$ cat src/rtl/top_module_gen.sv
`default_nettype none
// ============================================================================
// Module   : top_module_gen
// Purpose  : Free-running framed serial pattern generator. Emits repeating
//            frames of: 8-bit sync word (MSB first), PRBS-7 payload
//            (x^7 + x^6 + 1), then an idle gap of zeros.
// Ports    : clk   - single clock, rising-edge active
//            reset - asynchronous, active-high reset
//            y     - registered serial pattern output
// Revision : 1.0 - initial release
// ============================================================================
module top_module_gen #(
  parameter logic [7:0] SYNC_WORD   = 8'hA5,
  parameter int         PAYLOAD_LEN = 24,     // 1..255
  parameter int         GAP_LEN     = 4,      // 0..255, 0 = no gap
  parameter logic [6:0] PRBS_SEED   = 7'h7F   // must be nonzero
) (
  input  logic clk,
  input  logic reset,
  output logic y
);

  typedef enum logic [1:0] {
    ST_SYNC    = 2'd0,
    ST_PAYLOAD = 2'd1,
    ST_GAP     = 2'd2
  } state_t;

  // Counter compares are against "last index" values so that a 255-bit
  // payload or gap never needs the counter to reach 256.
  localparam logic [7:0] c_payload_last = 8'(PAYLOAD_LEN - 1);
  localparam logic [7:0] c_gap_last     = (GAP_LEN == 0) ? 8'd0 : 8'(GAP_LEN - 1);
  // With no gap the payload hands straight back to the sync word.
  localparam state_t     c_after_payload = (GAP_LEN == 0) ? ST_SYNC : ST_GAP;

  state_t     r_state;
  logic [7:0] r_bit_cnt;
  logic [6:0] r_lfsr;
  logic       r_y;

  state_t     w_state_nxt;
  logic [7:0] w_bit_cnt_nxt;
  logic [6:0] w_lfsr_nxt;
  logic       w_y_nxt;
  logic [2:0] w_sync_idx;

  // Sync word goes out MSB first: bit_cnt 0 selects bit 7.
  assign w_sync_idx = 3'd7 - r_bit_cnt[2:0];

  always_ff @(posedge clk or posedge reset) begin
    if (reset) begin
      r_state   <= ST_SYNC;
      r_bit_cnt <= 8'd0;
      r_lfsr    <= PRBS_SEED;
      r_y       <= 1'b0;
    end else begin
      r_state   <= w_state_nxt;
      r_bit_cnt <= w_bit_cnt_nxt;
      r_lfsr    <= w_lfsr_nxt;
      r_y       <= w_y_nxt;
    end
  end

  always_comb begin
    w_state_nxt   = r_state;
    w_bit_cnt_nxt = r_bit_cnt;
    w_lfsr_nxt    = r_lfsr;
    w_y_nxt       = 1'b0;

    case (r_state)
      ST_SYNC: begin
        w_y_nxt = SYNC_WORD[w_sync_idx];
        if (r_bit_cnt == 8'd7) begin
          w_state_nxt   = ST_PAYLOAD;
          w_bit_cnt_nxt = 8'd0;
        end else begin
          w_bit_cnt_nxt = r_bit_cnt + 8'd1;
        end
      end

      ST_PAYLOAD: begin
        // Output the MSB, then shift in the x^7 + x^6 + 1 feedback. The LFSR
        // is never reseeded, so the stream continues across frames.
        w_y_nxt    = r_lfsr[6];
        w_lfsr_nxt = {r_lfsr[5:0], r_lfsr[6] ^ r_lfsr[5]};
        if (r_bit_cnt == c_payload_last) begin
          w_state_nxt   = c_after_payload;
          w_bit_cnt_nxt = 8'd0;
        end else begin
          w_bit_cnt_nxt = r_bit_cnt + 8'd1;
        end
      end

      ST_GAP: begin
        w_y_nxt = 1'b0;
        if (r_bit_cnt == c_gap_last) begin
          w_state_nxt   = ST_SYNC;
          w_bit_cnt_nxt = 8'd0;
        end else begin
          w_bit_cnt_nxt = r_bit_cnt + 8'd1;
        end
      end

      default: begin
        w_state_nxt   = ST_SYNC;
        w_bit_cnt_nxt = 8'd0;
      end
    endcase
  end

  assign y = r_y;

endmodule
`default_nettype wire

$ cat config.mk
export PLATFORM = sky130hd
export DESIGN_NAME = top_module_gen
export DESIGN_NICKNAME = d
export VERILOG_FILES = /design/src/rtl/top_module_gen.sv
export SDC_FILE = /design/constraint.sdc
export NUM_CORES = 1
export LEC_CHECK = 0
export ABC_CLOCK_PERIOD_IN_PS = 1700
export BUFFER_PORTS_ARGS = -buffer_cell sky130_fd_sc_hd__buf_2
export CORE_MARGIN = 5
export CORE_UTILIZATION = 55
export CTS_CLUSTER_SIZE = 14
export DETAILED_ROUTE_END_ITERATION = 8
export MAX_ROUTING_LAYER = met4
export PLACE_DENSITY = 0.72
export SYNTH_ARGS = -nofsm -noshare
export SYNTH_HDL_FRONTEND = slang
export SYNTH_SLANG_ARGS = --single-unit
$ cat constraint.sdc
create_clock -name clk -period 1.7 [get_ports clk]
set_input_delay 0.425 -clock clk [delete_from_list [all_inputs] [get_ports clk]]
set_output_delay 0.425 -clock clk [all_outputs]
set_load 0.01 [all_outputs]
==> flow_summary.json, run 1 <==
{
  "cts_buffers": 3,
  "start_kind": "register",
  "path_max_fanout": 6,
  "area_growth_pct": 8.151,
  "diodes": 0,
  "synth_top_cell_area_share": 0.3202,
  "drv_cap": 0,
  "drive_above_1_share": 0.2706,
  "dieArea_um2": 2454,
  "rsz0062_at_grt": "false",
  "dr_wl_met3_um": 39,
  "synth-edff-count": 0,
  "place_ws_ps": 192.8,
  "holdBufCountCts": 0,
  "initial_core_util": 0.5773,
  "die_h_um": 49.54,
  "yosysUniqueCellTypes": 27,
  "synthesis.instances": 80,
  "grt.overflow.total": 0,
  "vias": 587,
  "yosys-top-cells-count": "dfrtp_1 (11), dfstp_2 (7), o21ai_0 (7), mux2_2 (6)",
  "crit_type": "reg -> reg",
  "ys_ff_latch": 18,
  "io_pins": 3,
  "ys_top_cells_by_area": "dfrtp_1 (32%), dfstp_2 (21%), mux2_2 (7.9%), o21ai_0 (4.1%), a31oi_1 (3.6%)",
  "antenna_found_initial": 0,
  "r2r_setup_slack_ps": 160,
  "syn_area_um2": 859.6,
  "postLayoutSetupSlackWorst_ps": 164.3,
  "vdd_drop_max_uv": 580.9,
  "finalHoldViolCount": 0,
  "place_area_um2": 893.4,
  "drt-total-wl_um": 1310,
  "drt-wirelength-per-cell_um": 12.97,
  "wl_met1_um": 658,
  "cp-end-kind": "register",
  "ys.flop_type": "dfrtp_1",
  "insertion_delay_ps": 290,
  "cts_setup_buffers": 0,
  "cpMaxStageDelayCell": "or4_4",
  "status": "complete, no violations",
  "synthArstFlopShare": 1.000,
  "die_w_um": 49.54,
  "cts_sinks": 18,
  "dr.max_layer_used": "met4",
  "utilization": 0.6244,
  "fin_nets": 89,
  "clock_skew_ps": 2.265,
  "gp_congestion": 0.7622,
  "relSlewSlack": 0.5815,
  "crit_chain": "or4_4 > or3_1 > a21oi_1",
  "tightest_slew_ps": 627.1,
  "grt_pass1_wl_um": 2304,
  "yosysWarnings": 0,
  "synth.most_common_cell": "dfrtp_1",
  "powerDensity_nw_per_um2": 752.8,
  "seq_area_frac_synth": 0.5342,
  "worstPathRequired_ps": 1920,
  "firstDrtPassIters": 4,
  "grt_max_degree": 19,
  "synth_top_cell_by_area": "dfrtp_1",
  "dr_wl_met2_um": 585,
  "cts_tree": "done",
  "core_area_um2": 1489,
  "htreeDepth": 1,
  "final_cell_area_um2": 929.6,
  "hold_class": "in -> async",
  "power.leakage_uw": 0.0004180,
  "arrival_ps": 1760,
  "period_needed_ps": 1536,
  "clkSlewWorstSetupHoldPaths_ps": 100,
  "dp_hpwl_um": 985.5,
  "drtIter0Drc": 17,
  "cts_max_path_buffers": 2,
  "finalCritPeriodShare": 0.9033,
  "setup_viol": 0,
  "root_buffer": "clkbuf_4",
  "viasPerCell": 5.812,
  "syn_avg_cell_area_um2": 10.74,
  "rows": 14,
  "drc": 0,
  "tns_ps": 0,
  "finalMaxSlewViolations": 0,
  "grt_usage": 0.1216,
  "portBuffers": 2,
  "cts-resized-gates": 0,
  "detail-route-antenna-nets": 0,
  "synth_fp_nets": 83,
  "grt_pass1_vias": 541,
  "max_freq_mhz": 651.2,
  "critPathMaxStageDelay_ps": 540
}
-- path summary, 6_finish.rpt --
check	cells after the start	endpoint	from
worst max-delay path	3	r_state[0]$_DFFE_PP0P_	r_bit_cnt[5]$_DFF_PP0_
worst min-delay path	2	r_bit_cnt[3]$_DFF_PP0_	reset
worst max register to register	3	r_state[0]$_DFFE_PP0P_	r_bit_cnt[5]$_DFF_PP0_
worst min register to register	2	r_lfsr[0]$_DFFE_PP1P_	r_lfsr[0]$_DFFE_PP1P_
max in group asynchronous	2	y$_DFF_PP0_	reset
min in group clk	2	r_lfsr[0]$_DFFE_PP1P_	r_lfsr[0]$_DFFE_PP1P_
-- through the flow --
stage | power, µW | hold slack, ps | std cells
floorplan | 442.8 | 358.5 | 80
global route | 723.1 | 247.0 | 101
finish | 699.8 | 194.9 | 101
detailed placement | 445.9 | 493.0 | 97
CTS | 707.3 | 222.4 | 101
global placement | 445.8 | 468.7 | 97
-- power by group --
part / switching (µW) / total, µW / internal [µW]
combinational: 7.61 / 8.54 / 0.931
clock: 132 / 262 / 130
sequential: 0 / 429 / 429
-- critical path: cells and delay by family (launching register included) --
family           cells  cell delay, ps
AND/OR/NAND/NOR      2             900
flip-flops           1             440
AO/OA/AOI/OAI        1             130
-- sequential cells by signal (all words and copies together) (netlist names) --
register	cells
r_lfsr	7
y	1
r_bit_cnt	8
r_state	2
-- routing by layer --
metal  up-vias  GRT usage
met4         0    0.05240
met3         4    0.02711
li1        294          -
met2         8     0.1801
met5         -          -
met1       281     0.1598
-- logic make-up (layout without fill, tap and decap cells) --
group                      Yosys count  count (layout)  synth area share
AOI/OAI and AO/OA                   21              21            0.1456
xor gates and xnor gates             4               4           0.04076
adders and majority gates            1               1           0.01455
buffers and inverters                8              13           0.03494
DFF                                 18              18            0.5342
muxes                                7               7           0.09024
and+or+nand+nor                     21              21            0.1397
-- area by class of cell --
class	count	area, µm²
Multi-Input combinational cell	54	370.4
Timing Repair Buffer	4	25.02
Clock buffer	4	36.28
Inverter	5	18.77
Sequential cell	18	459.2
Tap cell	16	20.02
Fill cell	117	559.3
-- placed cells by master, fill, tap and decap left out, types with 3 or more instances in the layout --
cell	instances
a21oi_1	5
a31oi_1	5
clkbuf_4	3
dfrtp_1	11
dfstp_2	7
inv_1	5
mux2_2	6
nand2_1	4
nand3_1	3
o21ai_0	7
or3_1	4
xnor2_1	3
(Power assumes the default switching activity.)
==> run 2, diff against run 1 <==
--- a/config.mk
+++ b/config.mk
@@ -6,13 +6,14 @@
 export NUM_CORES = 1
 export LEC_CHECK = 0
 export ABC_CLOCK_PERIOD_IN_PS = 1700
-export BUFFER_PORTS_ARGS = -buffer_cell sky130_fd_sc_hd__buf_2
 export CORE_MARGIN = 5
 export CORE_UTILIZATION = 55
 export CTS_CLUSTER_SIZE = 14
 export DETAILED_ROUTE_END_ITERATION = 8
+export DONT_BUFFER_PORTS = 1
+export GPL_TIMING_DRIVEN = 0
 export MAX_ROUTING_LAYER = met4
-export PLACE_DENSITY = 0.72
+export PLACE_DENSITY = 0.74
 export SYNTH_ARGS = -nofsm -noshare
 export SYNTH_HDL_FRONTEND = slang
 export SYNTH_SLANG_ARGS = --single-unit
==> flow_summary.json, run 2 (same netlist as run 1, synthesis figures left out) <==
{
  "drc": 0,
  "crit_chain": "or4_4 > or3_1 > a21oi_1",
  "gp_congestion": 0.8112,
  "final_cells": 100,
  "worstPathRequired_ps": 1910,
  "initial_core_util": 0.5773,
  "portBuffers": 0,
  "vdd_drop_max_uv": 447.6,
  "final_cell_area_um2": 907.1,
  "diodes": 0,
  "final_cell_mix": "dfrtp_1 (10), dfstp_2 (7), o21ai_0 (6), mux2_2 (6)",
  "viasPerCell": 6.140,
  "place_area_um2": 879.6,
  "layout.area.seq_um2": 460.4,
  "holdBufCountCts": 0,
  "cts-resized-gates": 0,
  "grt_pass1_vias": 625,
  "status": "complete, no violations",
  "firstDrtPassIters": 4,
  "largest_reg_flops": 8,
  "critPathMaxStageDelay_ps": 570,
  "start_kind": "register",
  "final_common_cell": "dfrtp_1",
  "grt_pass1_wl_um": 2711,
  "vias": 614,
  "clock_skew_ps": 8.260,
  "regMostFlops": "r_bit_cnt",
  "drv_cap": 0,
  "grt.overflow.total": 0,
  "setup_viol": 0,
  "area_growth_pct": 5.531,
  "tightest_slew_ps": 653.6,
  "cts_tree": "done",
  "multi_input_area_um2": 370.4,
  "antenna_found_initial": 0,
  "drive_above_1_share": 0.2262,
  "io_pins": 3,
  "rsz0062_at_grt": "false",
  "relSlewSlack": 0.5638,
  "power.leakage_uw": 0.0003938,
  "hold_class": "in -> async",
  "detail-route-antenna-nets": 0,
  "root_buffer": "clkbuf_4",
  "dp_cells": 96,
  "top_regs": "r_bit_cnt: 8 flops, r_lfsr: 7 flops, r_state: 2 flops",
  "finalCritPeriodShare": 0.9520,
  "drt-wirelength-per-cell_um": 15.12,
  "arrival_ps": 1830,
  "rows": 14,
  "max_freq_mhz": 617.9,
  "drt-total-wl_um": 1512,
  "cts_sinks": 18,
  "fillers": 139,
  "finalHoldViolCount": 0,
  "dieArea_um2": 2454,
  "htreeDepth": 1,
  "cts_max_path_buffers": 2,
  "period_needed_ps": 1618,
  "dp_hpwl_um": 987.8,
  "cts_setup_buffers": 0,
  "clkSlewWorstSetupHoldPaths_ps": 100,
  "powerDensity_nw_per_um2": 723.7,
  "grt_usage": 0.1404,
  "grt_max_degree": 19,
  "cp-end-kind": "register",
  "path_max_fanout": 7,
  "core_area_um2": 1489,
  "finalMaxSlewViolations": 0,
  "crit_type": "reg -> reg",
  "drtIter0Drc": 9,
  "fin_nets": 88,
  "die_h_um": 49.54,
  "cts_buffers": 3,
  "insertion_delay_ps": 290,
  "die_w_um": 49.54,
  "cpMaxStageDelayCell": "or4_4"
}
[run 2: layer usage]
metal / track usage / wire length (µm) / vias to the layer above
met3: 0.02711 / 30 / 5
met4: 0.05240 / 31 / 0
met5: - / 0 / -
li1: - / - / 293
met2: 0.2267 / 743 / 9
met1: 0.1731 / 707 / 307
[run 2: power breakdown]
part / leakage, µW / total (µW) / switching, µW / internal [µW]
clock network: 0.0000150 / 220 / 129 / 91.3
logic: 0.000169 / 7.85 / 7.65 / 0.196
registers: 0.000210 / 429 / 0 / 429
[run 2: path summary, 6_finish.rpt]
path	startpoint	to	slack, ps	cells past startpoint
setup / recovery	r_bit_cnt[3]$_DFF_PP0_	r_state[0]$_DFFE_PP0P_	80	3
hold / removal	reset	r_bit_cnt[3]$_DFF_PP0_	100	1
setup reg to reg	r_bit_cnt[3]$_DFF_PP0_	r_state[0]$_DFFE_PP0P_	80	3
hold reg to reg	r_bit_cnt[0]$_DFF_PP0_	r_bit_cnt[0]$_DFF_PP0_	500	1
max in group asynchronous	reset	r_bit_cnt[3]$_DFF_PP0_	1150	1
min in group clk	r_bit_cnt[0]$_DFF_PP0_	r_bit_cnt[0]$_DFF_PP0_	500	1
[run 2: area by class of cell]
class,count,share of cell area
multi-input cells,54,0.4083
plain buffers,3,0.01241
inverters,5,0.02069
well taps,16,0.02207
flip-flops and latches,18,0.5076
clock buffers,4,0.02897
[run 2: worst max-delay path: cells and delay by family, from the launching register on]
family | cells | cell delay, ps
compound gates | 1 | 140
flops | 1 | 460
simple gates | 2 | 930
[run 2: metrics by stage]
stage / hold slack, ps / TNS (ps) / power, µW / utilization / setup slack [ps]
6_report: 96.28 / 0 / 656.5 / 0.6092 / 81.58
4_1_cts: 121.2 / 0 / 658.9 / 0.6084 / 4.404
2_1_floorplan: 358.5 / 0 / 442.8 / - / 177.7
3_3_place_gp: 435.5 / 0 / 444.8 / 0.5908 / 12.90
5_1_grt: 128.1 / 0 / 692.7 / 0.6092 / 13.40
3_5_place_dp: 441.7 / -23.69 / 445.0 / 0.5908 / -7.380
